==> config.mk <==
export PLATFORM = sky130hd
export DESIGN_NAME = vga_timing_gen_flat
export DESIGN_NICKNAME = d
export VERILOG_FILES = /design/src/rtl/vga_if.sv /design/src/rtl/vga_timing_gen.sv /design/src/flat_wrapper.sv
export SDC_FILE = /design/constraint.sdc
export NUM_CORES = 1
export LEC_CHECK = 0
export ABC_CLOCK_PERIOD_IN_PS = 4000
export BUFFER_PORTS_ARGS = -buffer_cell sky130_fd_sc_hd__buf_2
export CAP_MARGIN = 20
export CORE_MARGIN = 2
export CORE_UTILIZATION = 57
export CTS_CLUSTER_DIAMETER = 200
export DETAILED_ROUTE_END_ITERATION = 8
export HOLD_SLACK_MARGIN = 0.02
export PLACE_DENSITY = 0.89
export SYNTH_ARGS = -nofsm -noshare
export SYNTH_HDL_FRONTEND = slang
export SYNTH_SLANG_ARGS = --single-unit
==> constraint.sdc <==
create_clock -name clk -period 4 [get_ports clk]
set_clock_uncertainty 0.2 [all_clocks]
set_input_delay 0.8 -clock clk [delete_from_list [all_inputs] [get_ports clk]]
set_output_delay 0.8 -clock clk [all_outputs]
set_load 0.05 [all_outputs]
==> src/rtl/vga_if.sv <==
// Raster timing bundle between the VGA timing generator and its consumers
// (renderer, sync pins, frame-rate game logic).
interface vga_if;
    logic       pix_en;
    logic [9:0] hCount;
    logic [9:0] vCount;
    logic       hSync;
    logic       vSync;
    logic       bright;
    logic       frame_tick;

    modport master (output pix_en, hCount, vCount, hSync, vSync, bright, frame_tick);
    modport slave  (input  pix_en, hCount, vCount, hSync, vSync, bright, frame_tick);
endinterface

==> src/rtl/vga_timing_gen.sv <==
// 640x480@60 raster timing: clock divider to pixel rate, h/v counters, sync and
// visible-area decodes, and a registered once-per-frame tick.
module vga_timing_gen #(
    parameter int CLK_DIV = 4,
    parameter int H_SYNC  = 96,
    parameter int H_BACK  = 48,
    parameter int H_VIS   = 640,
    parameter int H_FRONT = 16,
    parameter int V_SYNC  = 2,
    parameter int V_BACK  = 33,
    parameter int V_VIS   = 480,
    parameter int V_FRONT = 10
) (
    input  logic  clk,
    input  logic  rst,
    vga_if.master vga
);
    localparam int H_TOTAL = H_SYNC + H_BACK + H_VIS + H_FRONT;
    localparam int V_TOTAL = V_SYNC + V_BACK + V_VIS + V_FRONT;

    localparam logic [3:0] DIV_MAX   = 4'(CLK_DIV - 1);
    localparam logic [9:0] H_MAX     = 10'(H_TOTAL - 1);
    localparam logic [9:0] V_MAX     = 10'(V_TOTAL - 1);
    localparam logic [9:0] H_SYNC_W  = 10'(H_SYNC);
    localparam logic [9:0] V_SYNC_W  = 10'(V_SYNC);
    localparam logic [9:0] H_VIS_LO  = 10'(H_SYNC + H_BACK);
    localparam logic [9:0] H_VIS_HI  = 10'(H_SYNC + H_BACK + H_VIS);
    localparam logic [9:0] V_VIS_LO  = 10'(V_SYNC + V_BACK);
    localparam logic [9:0] V_VIS_HI  = 10'(V_SYNC + V_BACK + V_VIS);

    logic [3:0] r_div_cnt;
    logic [9:0] r_h_cnt;
    logic [9:0] r_v_cnt;
    logic       r_frame_tick;

    logic w_pix_en;
    logic w_h_last;
    logic w_v_last;

    assign w_pix_en = (r_div_cnt == DIV_MAX);
    assign w_h_last = (r_h_cnt == H_MAX);
    assign w_v_last = (r_v_cnt == V_MAX);

    // NOTE: all state uses non-blocking assignments so every register samples
    // the pre-edge values of the others, matching the hardware it describes.
    always_ff @(posedge clk or negedge rst) begin
        if (!rst) begin
            r_div_cnt    <= '0;
            r_h_cnt      <= '0;
            r_v_cnt      <= '0;
            r_frame_tick <= 1'b0;
        end else begin
            // Set only on the edge that wraps both counters back to (0,0).
            r_frame_tick <= w_pix_en && w_h_last && w_v_last;
            if (w_pix_en) begin
                r_div_cnt <= '0;
                if (w_h_last) begin
                    r_h_cnt <= '0;
                    r_v_cnt <= w_v_last ? '0 : r_v_cnt + 10'd1;
                end else begin
                    r_h_cnt <= r_h_cnt + 10'd1;
                end
            end else begin
                r_div_cnt <= r_div_cnt + 4'd1;
            end
        end
    end

    // Decodes are combinational so they line up with the counter values they describe.
    assign vga.pix_en     = w_pix_en;
    assign vga.hCount     = r_h_cnt;
    assign vga.vCount     = r_v_cnt;
    assign vga.hSync      = (r_h_cnt >= H_SYNC_W);
    assign vga.vSync      = (r_v_cnt >= V_SYNC_W);
    assign vga.bright     = (r_h_cnt >= H_VIS_LO) && (r_h_cnt < H_VIS_HI) &&
                            (r_v_cnt >= V_VIS_LO) && (r_v_cnt < V_VIS_HI);
    assign vga.frame_tick = r_frame_tick;
endmodule

==> src/flat_wrapper.sv <==
// flat-port wrapper written by rule: the top's interface ports become plain ports
module vga_timing_gen_flat 
#(
    parameter int CLK_DIV = 4,
    parameter int H_SYNC  = 96,
    parameter int H_BACK  = 48,
    parameter int H_VIS   = 640,
    parameter int H_FRONT = 16,
    parameter int V_SYNC  = 2,
    parameter int V_BACK  = 33,
    parameter int V_VIS   = 480,
    parameter int V_FRONT = 10
)
  (clk, rst, vga_pix_en, vga_hCount, vga_vCount, vga_hSync, vga_vSync, vga_bright, vga_frame_tick);
  vga_if vga_i ();
  input  logic clk;
  input  logic rst;
  output wire logic [$bits(vga_i.pix_en)-1:0] vga_pix_en;
  output wire logic [$bits(vga_i.hCount)-1:0] vga_hCount;
  output wire logic [$bits(vga_i.vCount)-1:0] vga_vCount;
  output wire logic [$bits(vga_i.hSync)-1:0] vga_hSync;
  output wire logic [$bits(vga_i.vSync)-1:0] vga_vSync;
  output wire logic [$bits(vga_i.bright)-1:0] vga_bright;
  output wire logic [$bits(vga_i.frame_tick)-1:0] vga_frame_tick;
  assign vga_pix_en = vga_i.pix_en;
  assign vga_hCount = vga_i.hCount;
  assign vga_vCount = vga_i.vCount;
  assign vga_hSync = vga_i.hSync;
  assign vga_vSync = vga_i.vSync;
  assign vga_bright = vga_i.bright;
  assign vga_frame_tick = vga_i.frame_tick;
  vga_timing_gen #(.CLK_DIV(CLK_DIV), .H_SYNC(H_SYNC), .H_BACK(H_BACK), .H_VIS(H_VIS), .H_FRONT(H_FRONT), .V_SYNC(V_SYNC), .V_BACK(V_BACK), .V_VIS(V_VIS), .V_FRONT(V_FRONT)) u_core (.clk(clk), .rst(rst), .vga(vga_i));
endmodule
==> results of run 1 <==
## cell families after synthesis
family,count (synthesis),share of synthesized area [%]
AND/OR/NAND/NOR,55,23.5
flip-flops,25,47.3
AO/OA/AOI/OAI,19,10.0
buffers and inverters,12,4.73
XOR/XNOR,11,7.29
adder cells (fa/ha/maj),6,5.68
multiplexers,2,1.51
## cells in the mapped netlist, types with 2 or more instances
| library cell | n |
|---|---|
| nor2_1 | 6 |
| a21oi_1 | 2 |
| nand3_1 | 10 |
| xnor2_1 | 9 |
| ha_1 | 6 |
| and3_1 | 7 |
| inv_1 | 7 |
| nor2b_1 | 2 |
| dfrtp_1 | 25 |
| o21ai_0 | 5 |
| and4_1 | 2 |
| and2_1 | 2 |
| mux2i_1 | 2 |
| a31oi_1 | 3 |
| or4_1 | 2 |
| nand2_1 | 10 |
| xor2_1 | 2 |
| nor4_1 | 2 |
| nand4_1 | 6 |
| nor3_1 | 3 |
## state kept, by name, summed over array words and instances, names as in the netlist
name,count
u_core.vga.hCount,10
u_core.vga.vCount,10
u_core.r_div_cnt,4
u_core.vga.frame_tick,1
## power breakdown
part	switching (uW)	internal [uW]
clock network	75.3	38.1
logic	4.56	0.349
registers	0	253
## layout make-up
type                       count  area share (%)
multi-input combinational     93            42.6
sequential                    25            42.0
timing repair buffer          26            8.73
inverter                       8            2.35
tap                           28            2.35
clock buffer                   3            1.51
clock inverter                 1           0.504
## cell usage in the layout (no fill, tap or decap), drive strengths merged
| cell type | n |
|---|---|
| nor4 | 3 |
| or4 | 2 |
| and4 | 2 |
| nand3 | 10 |
| buf | 26 |
| and3 | 7 |
| a21oi | 2 |
| a41o | 1 |
| inv | 7 |
| dfrtp | 25 |
| a31oi | 3 |
| o21ai | 6 |
| nor2 | 6 |
| or3b | 1 |
| mux2i | 2 |
| a22o | 1 |
| nand2 | 10 |
| a211o | 1 |
| xnor2 | 9 |
| clkbuf | 3 |
| clkinv | 1 |
| nor3 | 3 |
| and2 | 2 |
| o41ai | 1 |
| a311o | 1 |
| and4b | 1 |
| nand4 | 6 |
| o31a | 1 |
| nor2b | 2 |
| a2111o | 1 |
| clkinvlp | 1 |
| a22oi | 1 |
| ha | 6 |
| xor2 | 2 |
## worst paths after layout
| check | slack (ns) | cells past startpoint | to |
|---|---|---|---|
| worst max-delay path | 1.05 | 4 | vga_bright |
| worst min-delay path | 0.24 | 1 | u_core.vga.vCount[4] |
| worst max register to register | 1.76 | 6 | u_core.vga.vCount[7] |
| worst min register to register | 0.27 | 1 | u_core.r_div_cnt[0] |
| max in group asynchronous | 2.99 | 1 | u_core.vga.hCount[6] |
| min in group clk | 0.27 | 1 | u_core.r_div_cnt[0] |
## worst max-delay path: stages, from the launching register on
cell and delay, ns:
dfrtp_1 0.48, or4_1 0.53, a31oi_1 0.18, and3_1 0.19, buf_2 0.26
## routing by layer
metal	wire length, um	GRT usage [%]	up-vias	part of all wire [%]
met2	1340	37.3	26	52
met4	16	6.41	0	0.61
met3	89	2.57	2	3.4
met1	1150	27.4	543	44
met5	0	0	-	0
li1	-	-	524	-
## stage by stage
step	instance area, sq um	setup slack (ns)	util [%]	power, uW	hold WS, ns
final	1490	1.05	67.4	371	0.245
after global routing	1490	0.908	67.4	387	0.284
after CTS	1490	1.04	67.4	376	0.254
after detailed placement	1460	1.41	66.0	263	0.253
after global placement	1460	1.44	66.0	263	0.247
after floorplan	1320	1.15	-	258	0.233
==> impl_metrics.ini, run 1 <==
[die]
die_area_sq_mm = 0.00272
start_util_pct = 59.8
fp.dieW_um = 52.2
core.rowCount = 17
die_h_um = 52.2
core_area_sq_mm = 0.00221
io_pins = 27

[setup_path]
worstPathArrival_ns = 1.95
path_max_fanout = 8
crit_type = register to primary output
cp-startpoint = u_core.vga.hCount[6]
crit_required_ns = 3.00
cp-end-kind = primary output
start_kind = register
r2r-start = u_core.r_div_cnt[0]

[global_route]
grt_overflow = 0
grt_pass1_vias = 983
track_usage_pct = 21.3
grt_max_degree = 26
antenna_found_initial = 0
grt_pass1_wl_um = 4270

[pwr]
leakagePower_uw = 0.000789
vdd_drop_max_uv = 221
p_per_area_mw_per_mm2 = 249

[synthesis]
syn_area_sq_mm = 0.00132
synth_nets = 138
syn-instance-count = 130
synthTopCellsByArea = dfrtp_1, xnor2_1, ha_1
synth-seq-cells = 25
synth_top_area_cell = dfrtp_1
synth_edf_count = 0
synthArstFlopShare_pct = 100
synthFlopType = dfrtp_1
synth-warning-count = 0
synth_area_per_cell_sq_um = 10.2
synth_cell_types = 37
synth_top_area_share_pct = 47.3
yosysSeqAreaShare_pct = 47.3

[cts]
clk_pin_slew_ns = 0.14
cts_inserted_buffers = 3
clk_path_buf_depth = 2
clkLatencyLatePin_ns = 0.31
cts_setup_buffers = 0
hold_buffers = 0
h-tree-depth = 1
cts_root_buffer = clkbuf_4
cts_resized = 0
cts_tree = built
cts_sinks = 25

[detailed_routing]
vias = 1095
drtIter0Drc = 23
firstDrtPassIters = 4
avgViaCountPerCell = 5.95
wl_per_cell_um = 14.2
wl_um = 2600
antenna_left = 0
drc = 0

[min_path]
hold_class = input pin to async pin

[sta]
tightest_slew_ns = 0.537
fin_setup_tns_ns = 0
finalHoldViolCount = 0
relSlewSlack_pct = 64.2
period_minus_slack_ns = 2.95
max_clock_freq_ghz = 0.339
setup_violations = 0
maxSlewViolCount = 0
rsz0062_at_grt = no
finalCritPeriodShare_pct = 73.8

[layout]
seqCellArea_sq_um = 626
drive_gt1_share_pct = 21.2
instances_no_fill = 184
multi_input_area_sq_um = 634
layout.nets = 165
num-fill-cells = 187
area_delta_synth_final_pct = 12.7
n_antenna_cell = 0

[placement]
numPortBuffers = 26
place.detailed.instances = 180
gp_congestion = 0.823
hpwl_um = 1930

[run]
drv_cap = 0

[status]
status = finished clean
(Power assumes the default switching activity.)
==> run 2: changes to the inputs <==
Settings changed: ABC_CLOCK_PERIOD_IN_PS 4000 to 3100, CORE_UTILIZATION 57 to 53, PLACE_DENSITY 0.89 to 0.84.
Clock period 4 ns to 3.1 ns, I/O delays scaled along.
==> run 2 against run 1 <==
Effect of this change: hold slack lost 0.18 ns; sequential cell count is the same; critical path depth is the same; clock power grew 30%; wire length grew 0.73%; combinational power grew 33%; first-iteration DRC count shrank 8.7%; sequential power grew 29%; power grew 29%; final cell count grew 1.1%; design area is essentially flat; largest cell class unchanged.
==> impl_metrics.ini, run 2 (synthesis gave the netlist of run 1 again) <==
[setup_path]
crit_type = register to primary output
r2r_cells = 6
worstPathArrival_ns = 1.95
r2r-end = u_core.vga.vCount[7]
regToRegSetupSlack_ns = 0.86
r2r-start = u_core.r_div_cnt[0]
path_max_fanout = 8
crit_required_ns = 2.28
start_kind = register
cp-end-kind = primary output

[global_route]
grt_pass1_wl_um = 4280
grt_max_degree = 26
antenna_found_initial = 0
grt_overflow = 0
grt_pass1_vias = 966
track_usage_pct = 20.3

[layout]
instances_no_fill = 186
n_antenna_cell = 0
area_delta_synth_final_pct = 12.6
layout.nets = 165
drive_gt1_share_pct = 20.5
layout_common_cells = buf_2, dfrtp_1, nand3_1, nand2_1, xnor2_1
layout_commonest_cell = buf_2
num-fill-cells = 206

[detailed_routing]
avgViaCountPerCell = 5.83
firstDrtPassIters = 4
drc = 0
wl_um = 2620
antenna_left = 0
wl_per_cell_um = 14.1
vias = 1084
drtIter0Drc = 21

[pwr]
intPower_uw = 377
power_frac_clock_pct = 30.6
p_sw_uw = 102
comb_power_share_pct = 1.4
sequentialPowerShare_pct = 68.1
sw_frac_of_total_pct = 21.4
leakagePower_uw = 0.000790
vdd_drop_max_uv = 243
p_per_area_mw_per_mm2 = 322

[placement]
numPortBuffers = 26
gp_congestion = 0.802
dp_slack_ns = 0.697
hpwl_um = 1850
place.detailed.instances = 182

[cts]
clk_path_buf_depth = 2
cts_root_buffer = clkbuf_4
hold_buffers = 0
cts_tree = built
clkLatencyLatePin_ns = 0.32
cts_setup_buffers = 0
cts_inserted_buffers = 3
cts_resized = 0
h-tree-depth = 1
cts_sinks = 25
clk_pin_slew_ns = 0.14

[die]
core.rowCount = 18
io_pins = 27
fp.dieW_um = 54.0
die_h_um = 54.0
core_area_sq_mm = 0.00241
start_util_pct = 54.9
die_area_sq_mm = 0.00291

[status]
status = finished clean

[sta]
setup_violations = 0
finalHoldViolCount = 0
rsz0062_at_grt = no
period_minus_slack_ns = 2.77
relSlewSlack_pct = 62.9
fin_setup_tns_ns = 0
maxSlewViolCount = 0
tightest_slew_ns = 0.556
max_clock_freq_ghz = 0.361
setup_ws_ns = 0.330
finalCritPeriodShare_pct = 89.4

[min_path]
hold_class = input pin to async pin

[run]
drv_cap = 0
run 2: final cells by class:
| class | instances | area, sq um | share of cell area, % |
|---|---|---|---|
| Clock buffer | 4 | 26.3 | 1.76 |
| Inverter | 8 | 35.0 | 2.35 |
| Multi-Input combinational cell | 93 | 634 | 42.6 |
| Sequential cell | 25 | 626 | 42.0 |
| Tap cell | 30 | 37.5 | 2.52 |
| Timing Repair Buffer | 26 | 130 | 8.74 |
run 2: power by group through the flow:
| stage | combinational [uW] | clock [uW] | sequential, uW |
|---|---|---|---|
| after floorplan | 0.000322 | 0 | 332 |
| after global placement | 6.80 | 0 | 332 |
| after detailed placement | 7.12 | 0 | 332 |
| after CTS | 7.14 | 151 | 326 |
| after global routing | 8.19 | 162 | 326 |
| final | 6.53 | 147 | 326 |
run 2: worst max-delay path, stage by stage (launching register included):
cell,delay (ns)
dfrtp_1,0.49
or4_1,0.54
a31oi_1,0.18
and3_1,0.17
buf_2,0.26
run 2: per-stage QoR:
| stage | utilization, % | power, uW | instance area [sq um] | hold slack [ns] |
|---|---|---|---|---|
| floorplan | - | 332 | 1320 | 0.124 |
| global placement | 60.7 | 339 | 1460 | 0.243 |
| detailed placement | 60.7 | 339 | 1460 | 0.255 |
| CTS | 61.8 | 485 | 1490 | 0.0802 |
| global route | 61.8 | 496 | 1490 | 0.110 |
| finish | 61.8 | 479 | 1490 | 0.0666 |
run 2: how the worst max path moves through the flow:
| stage | startpoint | endpoint | slack [ns] | cells past startpoint |
|---|---|---|---|---|
| after floorplan | u_core.vga.hCount[4] | vga_bright | 0.43 | 4 |
| after global placement | u_core.vga.hCount[6] | vga_bright | 0.71 | 4 |
| after detailed placement | u_core.vga.hCount[6] | vga_bright | 0.70 | 4 |
| after CTS | u_core.vga.hCount[6] | vga_bright | 0.32 | 4 |
| after global routing | u_core.vga.vCount[1] | vga_bright | 0.18 | 5 |
| final | u_core.vga.hCount[6] | vga_bright | 0.33 | 4 |
run 2: routing by layer:
layer | vias up | part of all wire [%] | global-route usage [%]
li1 | 523 | - | -
met1 | 531 | 46 | 25.9
met4 | 0 | 0.57 | 8.55
met3 | 2 | 4.8 | 2.50
met5 | - | 0 | 0
met2 | 28 | 48 | 34.6
